## src/rtl/io_pkg.sv

```systemverilog
// Shared definitions for the fabric I/O input conditioners: default
// parameter values, the debounce counter width helper and parameter
// range checks.
package io_pkg;

  localparam int DEF_WIDTH       = 8;
  localparam int DEF_SYNC_STAGES = 2;
  localparam int DEF_DEB_CYCLES  = 4;

  // Counter must hold values up to DEB_CYCLES.
  function automatic int deb_cnt_w(input int deb_cycles);
    return $clog2(deb_cycles + 1);
  endfunction

endpackage

`ifndef IO_PKG_ASSERT_MACROS
`define IO_PKG_ASSERT_MACROS
// Parameter legality checks, evaluated on every clock so a misconfigured
// instance is reported as soon as simulation starts.
`define IO_ASSERT_SYNC_STAGES(clk_sig, value) \
  assert property (@(posedge clk_sig) (value) >= 2);
`define IO_ASSERT_DEB_CYCLES(clk_sig, value) \
  assert property (@(posedge clk_sig) (value) >= 1);
`endif

```

## src/rtl/gpio_in_filter_bit.sv

```systemverilog
// Single-bit input conditioner: synchronizer chain, debounce counter,
// committed level register and registered rise/fall pulses.
//
// Update priority on every clock edge:
//   reset      -> everything cleared, no pulse
//   isolation  -> level/counter cleared, no pulse (sync chain keeps running)
//   bypass     -> level follows sync_q, counter held at 0
//   otherwise  -> level commits after DEB_CYCLES consecutive differing samples
module gpio_in_filter_bit
  import io_pkg::*;
#(
  parameter int SYNC_STAGES = DEF_SYNC_STAGES,
  parameter int DEB_CYCLES  = DEF_DEB_CYCLES
) (
  input  logic clk,
  input  logic reset,
  input  logic io_isol_n,
  input  logic pad_in,
  input  logic cfg_bypass,
  output logic data_out,
  output logic rise,
  output logic fall
);

  localparam int CNT_W = deb_cnt_w(DEB_CYCLES);
  localparam logic [CNT_W-1:0] CNT_LAST = CNT_W'(DEB_CYCLES - 1);

  logic [SYNC_STAGES-1:0] sync_chain;
  logic                   sync_q;
  logic [CNT_W-1:0]       cnt;

  assign sync_q = sync_chain[SYNC_STAGES-1];

  // Synchronizer: free-running, cleared only by reset.
  always_ff @(posedge clk) begin
    if (reset) begin
      sync_chain <= '0;
    end else begin
      sync_chain <= {sync_chain[SYNC_STAGES-2:0], pad_in};
    end
  end

  // Debounce counter, committed level and edge pulses.
  always_ff @(posedge clk) begin
    if (reset || !io_isol_n) begin
      cnt      <= '0;
      data_out <= 1'b0;
      rise     <= 1'b0;
      fall     <= 1'b0;
    end else if (cfg_bypass) begin
      cnt      <= '0;
      data_out <= sync_q;
      rise     <= sync_q & ~data_out;
      fall     <= ~sync_q & data_out;
    end else if (sync_q != data_out) begin
      if (cnt == CNT_LAST) begin
        cnt      <= '0;
        data_out <= sync_q;
        rise     <= sync_q;
        fall     <= ~sync_q;
      end else begin
        cnt  <= cnt + CNT_W'(1);
        rise <= 1'b0;
        fall <= 1'b0;
      end
    end else begin
      cnt  <= '0;
      rise <= 1'b0;
      fall <= 1'b0;
    end
  end

  `IO_ASSERT_SYNC_STAGES(clk, SYNC_STAGES)
  `IO_ASSERT_DEB_CYCLES(clk, DEB_CYCLES)

endmodule

```

## src/rtl/gpio_in_filter.sv

```systemverilog
// Input conditioner for the fabric I/O cell SOC_IN/GPIN nets: WIDTH
// independent synchronize+debounce lanes plus a combined change flag.
module gpio_in_filter
  import io_pkg::*;
#(
  parameter int WIDTH       = DEF_WIDTH,
  parameter int SYNC_STAGES = DEF_SYNC_STAGES,
  parameter int DEB_CYCLES  = DEF_DEB_CYCLES
) (
  input  logic             clk,
  input  logic             reset,
  input  logic             io_isol_n,
  input  logic [WIDTH-1:0] pad_in,
  input  logic [WIDTH-1:0] cfg_bypass,
  output logic [WIDTH-1:0] data_out,
  output logic [WIDTH-1:0] rise,
  output logic [WIDTH-1:0] fall,
  output logic             any_change
);

  // One fully independent lane per input bit.
  for (genvar i = 0; i < WIDTH; i++) begin : g_bit
    gpio_in_filter_bit #(
      .SYNC_STAGES (SYNC_STAGES),
      .DEB_CYCLES  (DEB_CYCLES)
    ) u_bit (
      .clk        (clk),
      .reset      (reset),
      .io_isol_n  (io_isol_n),
      .pad_in     (pad_in[i]),
      .cfg_bypass (cfg_bypass[i]),
      .data_out   (data_out[i]),
      .rise       (rise[i]),
      .fall       (fall[i])
    );
  end

  // Flag any edge pulse on any lane (driven purely from registers).
  always_comb begin
    any_change = |(rise | fall);
  end

endmodule

```

## config.mk

```make
export PLATFORM = sky130hd
export DESIGN_NAME = gpio_in_filter
export DESIGN_NICKNAME = d
export VERILOG_FILES = /design/src/rtl/io_pkg.sv /design/src/rtl/gpio_in_filter_bit.sv /design/src/rtl/gpio_in_filter.sv
export SDC_FILE = /design/constraint.sdc
export NUM_CORES = 1
export LEC_CHECK = 0
export ABC_AREA = 0
export CORE_AREA = 8 8 77 113
export CTS_BUF_LIST = sky130_fd_sc_hd__clkbuf_4
export CTS_CLUSTER_SIZE = 28
export DETAILED_ROUTE_END_ITERATION = 7
export DIE_AREA = 0 0 85 121
export PLACE_DENSITY = 0.67
export SETUP_SLACK_MARGIN = 0.4
export SLEW_MARGIN = 20
export SYNTH_ARGS = -nofsm -noshare
export SYNTH_HDL_FRONTEND = slang
export SYNTH_HIERARCHICAL = 1
export SYNTH_SLANG_ARGS = --single-unit
```

## constraint.sdc

```tcl
create_clock -name clk -period 1.5 [get_ports clk]
set_clock_uncertainty 0.15 [all_clocks]
set_input_delay 0.3 -clock clk [delete_from_list [all_inputs] [get_ports clk]]
set_output_delay 0.3 -clock clk [all_outputs]
set_load 0.02 [all_outputs]
```

After elaboration in Yosys (flattened, before gate mapping)
Index checks and enable logic that the tools add are counted.
- input port bits: 19
- output and inout port bits: 25
- bits in registers: 64
- multiplexer cells: 72
- eq/ne operators: 16
- reductions and logical operators: 35
- $add $sub $neg: 8
- bitwise gates (word level): 41
- operators with widths (kind ; count):
    1-bit two-way mux ; 72
    2-bit nonzero test ; 16
    4-bit OR reduction ; 8
    3-bit by 1-bit adder with 3-bit output, second input constant ; 8
    3-bit by 2-bit == test with 1-bit output, second input constant ; 8
    1-bit inverter ; 24
    1-bit AND ; 16
    2-bit AND reduction ; 8
    1-bit inequality test ; 8
    8-bit bitwise OR ; 1
    8-bit OR reduction ; 1
    1-bit logical NOT ; 1
    1-bit logical OR ; 1

Depth between registers and ports, before layout
- depth in word-level cells: 4
- mapped depth: 5
- mapped depth without buffers: 5

Hierarchy
The synthesis kept the hierarchy.
- modules (own cells, without submodules) (module ; times used ; sequential area each (um2) ; area each (um2) ; cells an instance):
    gpio_in_filter_bit ; 8 ; 160.2 ; 337.8 ; 34
    gpio_in_filter ; 1 ; 0.0 ; 31.3 ; 5

Least setup slack after synthesis
OpenSTA, ideal clock, no wires.
- path type: register to register
- start point: register g_bit[0].u_bit.data_out
- end point: register g_bit[0].u_bit.cnt[0]
- period minus slack after synthesis: 1.650 ns
- setup time: 0.065 ns
- arrival: 1.435 ns
- slack: -0.150 ns
- path buffers: 0
- stages on the path, launching flop included: 5
- cell sequence: dfxtp_1 -> inv_1 -> ha_1 -> or4_4 -> nor2_1
- cells in the longest elaborated chain, start to end: 3
- ends and longest elaborated chain (element ; RTL line ; RTL):
    from (decl) ; gpio_in_filter_bit.sv:20 ; output logic data_out,
    from (signal assigned) ; gpio_in_filter_bit.sv:52 ; data_out <= sync_q;
    from (signal assigned) ; gpio_in_filter_bit.sv:58 ; data_out <= sync_q;
    1-bit inequality test ; gpio_in_filter_bit.sv:55 ; end else if (sync_q != data_out) begin
    1-bit inverter (no line) ; -- ;
    4-bit OR reduction (no line) ; -- ;
    to (signal assigned) ; gpio_in_filter_bit.sv:62 ; cnt <= cnt + CNT_W'(1);
    to (decl) ; gpio_in_filter_bit.sv:30 ; logic [CNT_W-1:0] cnt;
No other way between the ends.
A chain may end at the register's enable or synchronous reset.

Worst setup path in the final report
- start point: register g_bit[4].u_bit.fall
- end point: output port any_change
- cells in the longest elaborated chain, start to end: 2
- ends and longest elaborated chain (element ; RTL line ; RTL):
    from (decl) ; gpio_in_filter_bit.sv:22 ; output logic fall
    from (signal assigned) ; gpio_in_filter_bit.sv:54 ; fall <= ~sync_q & data_out;
    from (signal assigned) ; gpio_in_filter_bit.sv:60 ; fall <= ~sync_q;
    8-bit bitwise OR ; gpio_in_filter.sv:40 ; any_change = |(rise | fall);
    8-bit OR reduction ; gpio_in_filter.sv:40 ;
    to (decl) ; gpio_in_filter.sv:18 ; output logic any_change
No other way between the ends.

==> flow_summary.toml <==
[sta]
hold_slack_ps = 280
fmax_mhz = 567
fin_crit_sh_pct = 118
worstMarginPinSlew_ps = 211
slew_viol_final = 0
period_needed_ps = 1760
slew-limit-headroom_pct = 85.8
finalHoldViolCount = 0
setup_ws_ps = -264
setup_viol_count_final = 5
setup_total_negative_slack_ps = -415
rsz0062_at_grt = "yes"

[global_route]
grt_usage_pct = 12.0
antenna_found_initial = 0
grt_pass1_vias = 2213
grt_pass1_wl_um = 9720
grt_max_degree = 12
grt_overflow = 0

[floorplanning]
die_y_um = 121
die_x_um = 85
ios = 44
core.rowCount = 38
coreArea_mm2 = 0.00708
start_util_pct = 38.6
die_area_mm2 = 0.0103

[layout]
area_growth_pct = 65.4
final_area_mm2 = 0.00452
nNetsFinal = 427
diodes = 0
drive_above_1_share_pct = 63.5
final_util_pct = 63.8

[worst_setup_path]
crit_fanout = 2
critPathRequiredTime_ps = 1050
r2r_cells = 4
cp_cell_sequence = "nor4_4 -> nand4_1 -> buf_4"
arrival_ps = 1310
cp-end-kind = "output port"
slowest_stage = "dfxtp_2"
start_kind = "register"
path_class = "reg2out"
critPathMaxStageDelay_ps = 350

[clock_tree]
cts_buffer_depth = 2
htree_levels = 3
path_clk_slew_ps = 100
clk_latency_ps = 400
hold_buffers = 0
cts_tree = "done"
cts_buffers = 9
cts.sinks = 64
clock-root-buffer = "clkbuf_4"

[placed_design]
gp_congestion = 0.749
place_area_mm2 = 0.00395
io_buffers = 43
dp_hpwl_um = 4370

[route]
drc = 0
ant_nets = 0
dr.max_layer_used = "met4"
drt_iter0_markers = 53
wl_met1_um = 2250
wl_um = 5730
wl_met3_um = 265
via_per_inst = 4.72
routedWlPerCell_um = 12.4
via_count = 2176
wl_met2_um = 3160
drt_first_pass_iters = 4

[yosys]
syn_avg_cell_area_um2 = 9.87
synth_fp_nets = 328
seq_area_frac_synth_pct = 46.9
yosys_register_bits = 64
syn_area_mm2 = 0.00273
yosys_warnings = 6
yosys.cell_types.count = 16
syn_inst = 277

[power]
p_per_area_mw_per_mm2 = 767
p_leak_nw = 1.83
ir_drop_mv = 0.481

[run_status]
outcome = "complete, but fails checks"
violations = "setup timing"

[min_path]
holdPathStages = 1
hold_path_class = "reg2reg"

[flow_run]
max-cap-violations = 0
## sequential cells by signal, indices dropped and copies added (netlist names)
| register | flops |
|---|---|
| g_bit.u_bit/rise | 8 |
| g_bit.u_bit/data_out | 8 |
| g_bit.u_bit/cnt | 24 |
| g_bit.u_bit/sync_chain | 16 |
| g_bit.u_bit/fall | 8 |
## path summary, 6_finish.rpt
| kind | startpoint | slack [ps] | end |
|---|---|---|---|
| max | g_bit[4].u_bit/fall$_SDFF_PP0_ | -260 | any_change |
| min | g_bit[6].u_bit/cnt[0]$_SDFF_PP0_ | 280 | g_bit[6].u_bit/cnt[0]$_SDFF_PP0_ |
| max reg2reg | g_bit[1].u_bit/data_out$_SDFFE_PP0P_ | 20 | g_bit[1].u_bit/cnt[0]$_SDFF_PP0_ |
| min reg2reg | g_bit[6].u_bit/cnt[0]$_SDFF_PP0_ | 280 | g_bit[6].u_bit/cnt[0]$_SDFF_PP0_ |
## layout make-up
type                            instances  area, um^2
Multi-Input combinational cell        173        1850
Timing Repair Buffer                   88         866
Sequential cell                        64        1380
Tap cell                               80         100
Inverter                               40         153
Clock buffer                            9        67.6
Fill cell                             565        2560
Clock inverter                          7         109
## layout by cell type (no fill, tap or decap), types with 4 or more instances in the layout
cell type / n
ha_4: 24
buf_6: 40
or3_4: 5
o31a_1: 8
ha_1: 8
inv_2: 7
inv_1: 32
clkdlybuf4s50_1: 16
dfxtp_4: 14
and2b_2: 16
nand3_1: 5
a21oi_2: 10
nor2_1: 15
nand2_1: 16
dfxtp_1: 17
nor4_4: 4
buf_4: 29
a21o_1: 8
nor2_2: 15
clkbuf_4: 9
a21oi_1: 6
or4_4: 8
dfxtp_2: 33
nand2b_4: 16
## per-stage QoR
stage	std cells	worst slack, ps	total power (W)
final	461	-264	0.00347
after global routing	461	-386	0.00365
after floorplan	277	52.3	0.00189
after CTS	457	-295	0.00352
after detailed placement	434	-338	0.00206
after global placement	434	-308	0.00205
## cell usage after synthesis, drive strengths merged
| master | number | share of area (%) |
|---|---|---|
| a21o | 8 | 2.2 |
| a21oi | 16 | 2.9 |
| and2b | 16 | 5.1 |
| dfxtp | 64 | 47 |
| ha | 32 | 15 |
| inv | 40 | 5.5 |
| nand2 | 16 | 2.2 |
| nand2b | 16 | 5.9 |
| nand3 | 8 | 1.5 |
| nand4 | 1 | 0.23 |
| nor2 | 32 | 4.4 |
| nor4 | 4 | 0.92 |
| o31a | 8 | 2.6 |
| or3 | 8 | 1.8 |
| or4 | 8 | 3.3 |
## repair_timing
| action | CTS | global route |
|---|---|---|
| setup buffers | 7 | 4 |
| hold endpoints to repair | 0 | 0 |
| pin swaps | 26 | 6 |
| setup endpoints to repair | 79 | 73 |
| gates resized for setup | 190 | 44 |
## kinds of logic (layout without fill, tap and decap cells)
| family | count (synthesis) | count (layout) | share of synthesized area, % |
|---|---|---|---|
| AOI/OAI and AO/OA | 32 | 32 | 7.69 |
| buffers and inverters | 40 | 144 | 5.49 |
| and+or+nand+nor | 109 | 109 | 25.3 |
| DFF | 64 | 64 | 46.9 |
| adders and majority gates | 32 | 32 | 14.6 |
## metal layers
layer / up-vias / track usage (%)
met5: - / 0
met4: 0 / 5.38
met3: 6 / 4.14
met2: 42 / 21.4
met1: 1022 / 12.2
li1: 1106 / -
## critical path, delay by kind of cell (launching register included)
kind | cells | cell delay [ps]
simple gates | 2 | 400
flops | 1 | 350
buf+inv | 1 | 170
## power breakdown
part / internal [W] / switching, W
Combinational: 0.000181 / 0.000119
Clock: 0.000832 / 0.000609
Sequential: 0.00171 / 0.0000225
Power figures use the tool's default switching activity.
